[src/rtl/display_ram_arbiter.sv]
// display_ram_arbiter: sole write-port owner of the 64x2 bicolor frame RAM.
// Round-robin between two requesters, plus a clear/fill sweeper.
//
// Ports:
//   scan_clk, rst_n          clock, async active-low reset
//   clear_req, clear_color   start a fill sweep with {red,green}
//   clear_busy, clear_done   sweep in progress / one-cycle end pulse
//   reqN, addrN, dataN       held write request (N = 0 game, 1 cursor)
//   gntN                     one-cycle grant, same cycle as the write
//   ram_wr_en/addr/data      registered RAM write port
module display_ram_arbiter #(
    parameter int CELLS      = 64,
    parameter bit FAIR_START = 1'b0
) (
    input  logic       scan_clk,
    input  logic       rst_n,
    input  logic       clear_req,
    input  logic [1:0] clear_color,
    output logic       clear_busy,
    output logic       clear_done,
    input  logic       req0,
    input  logic [5:0] addr0,
    input  logic [1:0] data0,
    input  logic       req1,
    input  logic [5:0] addr1,
    input  logic [1:0] data1,
    output logic       gnt0,
    output logic       gnt1,
    output logic       ram_wr_en,
    output logic [5:0] ram_wr_addr,
    output logic [1:0] ram_wr_data
);

    localparam int CW = (CELLS > 1) ? $clog2(CELLS) : 1;
    localparam logic [CW-1:0] LAST = CW'(CELLS - 1);

    typedef enum logic [1:0] {
        CLR_IDLE,
        CLR_RUN,
        CLR_DONE
    } clr_state_e;

    clr_state_e    state_q, state_d;
    logic [CW-1:0] cnt_q, cnt_d;
    logic [1:0]    col_q, col_d;
    // ptr_q names the requester that wins a tie
    logic          ptr_q, ptr_d;
    logic          busy_q, busy_d;
    logic          done_q, done_d;
    logic          gnt0_q, gnt0_d;
    logic          gnt1_q, gnt1_d;
    logic          wr_en_q, wr_en_d;
    logic [5:0]    wr_addr_q, wr_addr_d;
    logic [1:0]    wr_data_q, wr_data_d;

    logic elig0, elig1;
    logic go_clr, go0, go1;

    always_comb begin
        state_d   = state_q;
        cnt_d     = cnt_q;
        col_d     = col_q;
        ptr_d     = ptr_q;
        busy_d    = 1'b0;
        done_d    = 1'b0;
        gnt0_d    = 1'b0;
        gnt1_d    = 1'b0;
        wr_en_d   = 1'b0;
        wr_addr_d = '0;
        wr_data_d = '0;

        // A requester granted this cycle sits out the closing edge,
        // giving it a cycle to drop req without a second write.
        elig0  = req0 & ~gnt0_q;
        elig1  = req1 & ~gnt1_q;
        go_clr = clear_req;
        go1    = ~clear_req & elig1 & (~elig0 | ptr_q);
        go0    = ~clear_req & elig0 & ~go1;

        unique case (state_q)
            CLR_IDLE: begin
                unique case (1'b1)
                    go_clr: begin
                        state_d = CLR_RUN;
                        cnt_d   = '0;
                        col_d   = clear_color;
                    end
                    go1: begin
                        gnt1_d    = 1'b1;
                        wr_en_d   = 1'b1;
                        wr_addr_d = addr1;
                        wr_data_d = data1;
                        ptr_d     = 1'b0;
                    end
                    go0: begin
                        gnt0_d    = 1'b1;
                        wr_en_d   = 1'b1;
                        wr_addr_d = addr0;
                        wr_data_d = data0;
                        ptr_d     = 1'b1;
                    end
                    default: ;
                endcase
            end
            CLR_RUN: begin
                busy_d    = 1'b1;
                wr_en_d   = 1'b1;
                wr_addr_d = 6'(cnt_q);
                wr_data_d = col_q;
                if (cnt_q == LAST) begin
                    state_d = CLR_DONE;
                end else begin
                    cnt_d = cnt_q + CW'(1);
                end
            end
            CLR_DONE: begin
                done_d  = 1'b1;
                state_d = CLR_IDLE;
            end
            default: state_d = CLR_IDLE;
        endcase
    end

    always_ff @(posedge scan_clk or negedge rst_n) begin
        if (!rst_n) begin
            state_q   <= CLR_IDLE;
            cnt_q     <= '0;
            col_q     <= '0;
            ptr_q     <= FAIR_START;
            busy_q    <= 1'b0;
            done_q    <= 1'b0;
            gnt0_q    <= 1'b0;
            gnt1_q    <= 1'b0;
            wr_en_q   <= 1'b0;
            wr_addr_q <= '0;
            wr_data_q <= '0;
        end else begin
            state_q   <= state_d;
            cnt_q     <= cnt_d;
            col_q     <= col_d;
            ptr_q     <= ptr_d;
            busy_q    <= busy_d;
            done_q    <= done_d;
            gnt0_q    <= gnt0_d;
            gnt1_q    <= gnt1_d;
            wr_en_q   <= wr_en_d;
            wr_addr_q <= wr_addr_d;
            wr_data_q <= wr_data_d;
        end
    end

    assign clear_busy  = busy_q;
    assign clear_done  = done_q;
    assign gnt0        = gnt0_q;
    assign gnt1        = gnt1_q;
    assign ram_wr_en   = wr_en_q;
    assign ram_wr_addr = wr_addr_q;
    assign ram_wr_data = wr_data_q;

endmodule
[config.mk]
export PLATFORM = sky130hd
export DESIGN_NAME = display_ram_arbiter
export DESIGN_NICKNAME = d
export VERILOG_FILES = /design/src/rtl/display_ram_arbiter.sv
export SDC_FILE = /design/constraint.sdc
export NUM_CORES = 1
export LEC_CHECK = 0
export CAP_MARGIN = 15
export CORE_MARGIN = 2
export CORE_UTILIZATION = 30
export CTS_CLUSTER_DIAMETER = 120
export CTS_CLUSTER_SIZE = 8
export DETAILED_ROUTE_END_ITERATION = 8
export PLACE_DENSITY_LB_ADDON = 0.25
export REMOVE_ABC_BUFFERS = 1
export SYNTH_ARGS = -nofsm -noshare
export SYNTH_HDL_FRONTEND = slang
export SYNTH_SLANG_ARGS = --single-unit
[constraint.sdc]
create_clock -name scan_clk -period 4.1 [get_ports scan_clk]
set_clock_uncertainty 0.05 [all_clocks]
set_input_delay 0.41 -clock scan_clk [delete_from_list [all_inputs] [get_ports scan_clk]]
set_output_delay 0.41 -clock scan_clk [all_outputs]
set_load 0.03 [all_outputs]
==> Word-level counts from Yosys, hierarchy flattened <==
Cells that the tools add are included.
{ "op_classes": {"reduce_logical": 8, "shift": 0, "n_div": 0, "n_mul": 0, "n_lt_le_gt_ge": 0, "addsub": 1, "mux": 19, "bitwise": 12, "eq_ne": 6} }
{ "ops": {"columns": ["operator", "n"], "rows": [
  ["6-bit case mux with 2 select lines", 3],
  ["6-bit 2-to-1 mux", 2],
  ["2-bit case mux with 2 select lines", 3],
  ["1-bit 2-to-1 mux", 7],
  ["6-bit by 1-bit adder with 6-bit output, second input constant", 1],
  ["1-bit bitwise AND", 6],
  ["6-bit == test, second input constant", 1],
  ["2-bit != test, second input constant", 3],
  ["2-bit AND reduction", 3],
  ["1-bit inverter", 5],
  ["2-bit 2-to-1 mux", 2],
  ["1-bit case mux with 2 select lines", 2],
  ["2-bit nonzero test", 2],
  ["3-bit AND reduction", 1],
  ["2-bit by 1-bit == test with 1-bit output, second input constant", 1],
  ["2-bit == test, second input constant", 1],
  ["2-bit logical NOT", 1],
  ["2-bit OR reduction", 1],
  ["1-bit OR", 1]
]} }
{ "totals": {"latchBits": 0, "rom_bits": 0, "ram_bits": 0, "inputBits": 23, "register_bits": 24, "elab_cells": 57, "out_inout_bits": 13, "mem_count": 0} }

==> Longest topological paths before layout <==
{ "depth": {"ltp_word": 10, "depth_mapped": 4, "depth_no_buf": 4} }

==> Least setup slack after synthesis <==
Ideal clock, no wire load.
{ "synth_path": {"path_type": "reg2reg", "from": "reg gnt0_q (netlist: gnt0)", "to": "reg wr_addr_q[0] (netlist: ram_wr_addr[0])", "setup_ps": 126, "period_less_slack_ps": 1596, "arrival_time_ps": 1420, "n_path_buf": 1, "path_stages_with_launch": 5, "slack_ps": 2504, "cell_sequence": "dfrtp_1 or3b_1 clkbuf_2 and4_1 a221o_1"} }
{ "synth_between": {"elab_chain_cells": 9, "word_cells_on_any_way": 10} }
{ "synth_lines": {"columns": ["element", "line", "rtl"], "rows": [
  ["start, declared", "50", "logic gnt0_q, gnt0_d;"],
  ["start signal, assigned", "144", "gnt0_q <= gnt0_d;"],
  ["1-bit inverter *", "74", "elig0 = req0 & ~gnt0_q;"],
  ["1-bit bitwise AND *", "74", null],
  ["1-bit inverter", "77", "go1 = ~clear_req & elig1 & (~elig0 | ptr_q);"],
  ["1-bit OR", "77", null],
  ["1-bit bitwise AND", "77", null],
  ["1-bit inverter", "78", "go0 = ~clear_req & elig0 & ~go1;"],
  ["1-bit bitwise AND", "78", null],
  ["6-bit case mux with 2 select lines *", "82", "unique case (1'b1)"],
  ["6-bit case mux with 2 select lines *", "80", "unique case (state_q)"],
  ["named net wr_addr_d[0]", "53", "logic [5:0] wr_addr_q, wr_addr_d;"],
  ["end signal, assigned", "147", "wr_addr_q <= wr_addr_d;"],
  ["end, declared", "53", null]
]} }
Mark *: on every way through the listed nets, which the timed path passes. The rest lies on a longest branch.
A chain may end at the register's enable or synchronous reset.

==> Final worst setup path <==
{ "layout_path": {"from": "in clear_req", "to": "reg wr_addr_q[2] (netlist: ram_wr_addr[2])"} }
{ "layout_between": {"elab_chain_cells": 7, "word_cells_on_any_way": 8} }
{ "layout_lines": {"columns": ["element", "line", "rtl"], "rows": [
  ["start, declared", "17", "input logic clear_req,"],
  ["1-bit inverter *", "77, 78", null],
  ["1-bit bitwise AND (2 in series)", "77", null],
  ["1-bit inverter", "78", null],
  ["1-bit bitwise AND", "78", null],
  ["6-bit case mux with 2 select lines *", "82", null],
  ["6-bit case mux with 2 select lines *", "80", null],
  ["named net wr_addr_d[2]", "53", null]
]} }
Marks and branches as above.

==> reports/qor.txt <==
Area delta synth->final -> 39.71%
Worst IR drop on VDD -> 0.0001641 V
Final Worst Setup Slack -> 2133 ps
P_leak -> 0.6229 nW
Initial Util -> 30.85%
Status -> finished clean
Vias in the first global route -> 871
Initial antenna violation count -> 0
Mapped Cells -> 92
Initial drt markers -> 56
Row count -> 22
Number of synthesized register bits -> 24
Ys flop type -> dfrtp_1
Number of cells after detailed placement -> 170
Crit. End Element -> flip-flop
PostCTS Resize Cnt -> 0
Antenna diodes -> 0
WL per Instance -> 14.83 um
DIE HEIGHT -> 64.89 um
Worst Hold Margin -> 507.2 ps
Setup WS pre-CTS -> 1882 ps
IO Port Bufs -> 35
Via count -> 876
Post-route ant nets -> 0
CTS buffer count -> 3
Tcrit/Tclk final -> 47.99%
Post-Route WL -> 2581 um
Power Density -> 646.9 mW/mm^2
DRC -> 0
Worst-Margin Slew -> 1022 ps
Layout cells sized above 1 -> 10.32%
CTS Sinks -> 24
Most frequent cells in the layout -> clkdlybuf4s50_1 (35), dfrtp_1 (24), and4_1 (9), a221o_1 (8), nand2_1 (6)
Fmax achieved -> 0.5083 GHz
Mean post-synth cell area -> 12.09 um^2
TritonCTS clock tree -> done
First-pass GRT wire length -> 4340 um
Chip Width -> 64.89 um
Router iterations before antenna repair -> 4
Global Route Usage Sum -> 13.77%
Core area -> 0.003606 mm^2
Synth unique cells -> 33
Via/cell ratio -> 5.034
GRT Residual Overflow -> 0
Crit path max fanout -> 11
Clock Pin Slew Worst Setup and Hold Paths -> 90 ps
Most common cell after layout, fill and taps aside -> clkdlybuf4s50_1
Clock root buffer -> clkbuf_8
Max-cap violations -> 0
CTS Hold Bufs -> 0
Crit path launch type -> primary input
Final setup vio count -> 0
Final setup TNS -> 0 ps
Gpl congestion -> 0.8848
Seq/Total Area, Yosys -> 53.99%
Post-CTS Setup Bufs -> 0
Final non-filler cell total -> 174
Critical Setup Path Class -> primary input to flip-flop
Slew HR -> 31.64%
Die ar. -> 0.004211 mm^2
Pins over their slew limit -> 0
Hold Vio Cnt, Final -> 0
Worst Hold Class -> flip-flop to flip-flop
Warnings, synthesis -> 0
Critical Path RT -> 4250 ps
Max clock buf depth -> 2
Worst-Skew Late Latency -> 260 ps
Mapped Area -> 0.001112 mm^2
Io pins -> 36
Hpwl dp -> 1963 um
Unrepaired setup endpoints after global routing -> no
Fraction of registers with async set/reset -> 100.0%
Largest net degree at the start of global routing -> 25
Tmin final -> 1967 ps
Net count, final -> 151
H-Tree Depth -> 1
Number of synthesized flops with an enable pin -> 0
Critical Path AT -> 2120 ps
-- final timing paths --
check                           start              to  depth (start not counted)  slack (ps)
min                          col_q[1]        col_q[1]                          1         510
min in group asynchronous       rst_n      clear_done                          1         650
min reg2reg                  col_q[1]        col_q[1]                          1         510
max                         clear_req  ram_wr_addr[2]                          5        2130
max reg2reg                state_q[0]  ram_wr_addr[2]                          3        2410
max in group asynchronous       rst_n        cnt_q[5]                          1        2730
-- cell families (layout without fill, tap and decap cells) --
family	after synthesis	after routing	synth area share [%]
mux	4	4	3.824
buf+inv	7	41	3.148
flops	24	24	53.99
simple gates	35	35	21.04
compound gates	21	21	16.87
fa+ha+maj	1	1	1.125
-- critical path: stages --
cell             delay (ps)
clkdlybuf4s50_1         590
nor3b_1                  90
buf_4                   180
a2111oi_4               610
a221o_1                 250
-- through the flow --
stage | instance area, um^2 | util, % | power (mW)
2_1_floorplan | 1081 | - | 0.6767
3_3_place_gp | 1499 | 41.57 | 0.8440
3_5_place_dp | 1499 | 41.57 | 0.8532
4_1_cts | 1554 | 43.10 | 1.012
5_1_grt | 1554 | 43.10 | 1.073
6_report | 1554 | 43.10 | 1.005
-- synth_stat cells, types with 2 or more instances --
cell / count / area [um^2]
a21oi_1: 2 / 10.01
a221o_1: 8 / 80.08
and4_1: 9 / 78.83
nor3b_1: 2 / 15.01
nor2_1: 4 / 15.01
mux2i_1: 2 / 20.02
a211oi_1: 2 / 15.01
mux2_2: 2 / 22.52
clkbuf_1: 3 / 11.26
a31oi_1: 3 / 18.77
nand2_1: 6 / 22.52
a41oi_1: 2 / 17.52
and2b_2: 2 / 17.52
nor3_1: 2 / 10.01
dfrtp_1: 24 / 600.6
nand3_1: 2 / 10.01
-- state kept, by name, indices dropped and copies added, names as in the netlist --
name         flops
cnt_q            6
col_q            2
ptr_q            1
clear_done       1
ram_wr_en        1
ram_wr_addr      6
gnt1             1
gnt0             1
ram_wr_data      2
state_q          2
clear_busy       1
-- layer usage --
layer | part of all wire (%) | wire [um] | track usage (%)
met2 | 45 | 1174 | 20.88
met1 | 48 | 1236 | 19.14
met3 | 5.4 | 139 | 2.778
met4 | 1.2 | 31 | 5.585
met5 | 0 | 0 | 0
-- layout make-up --
| cell class | instances | area [um^2] |
|---|---|---|
| fill | 330 | 2052 |
| sequential | 24 | 600.6 |
| tap | 48 | 60.06 |
| clock buffer | 4 | 55.05 |
| inverter | 1 | 3.754 |
| timing repair buffer | 36 | 357.8 |
| multi-input combinational | 61 | 476.7 |
-- where the power goes --
part	total (mW)	switching, mW	internal (mW)
registers	0.417	0.0877	0.330
clock network	0.159	0.0736	0.0856
logic	0.429	0.220	0.209
(Power assumes the default switching activity.)
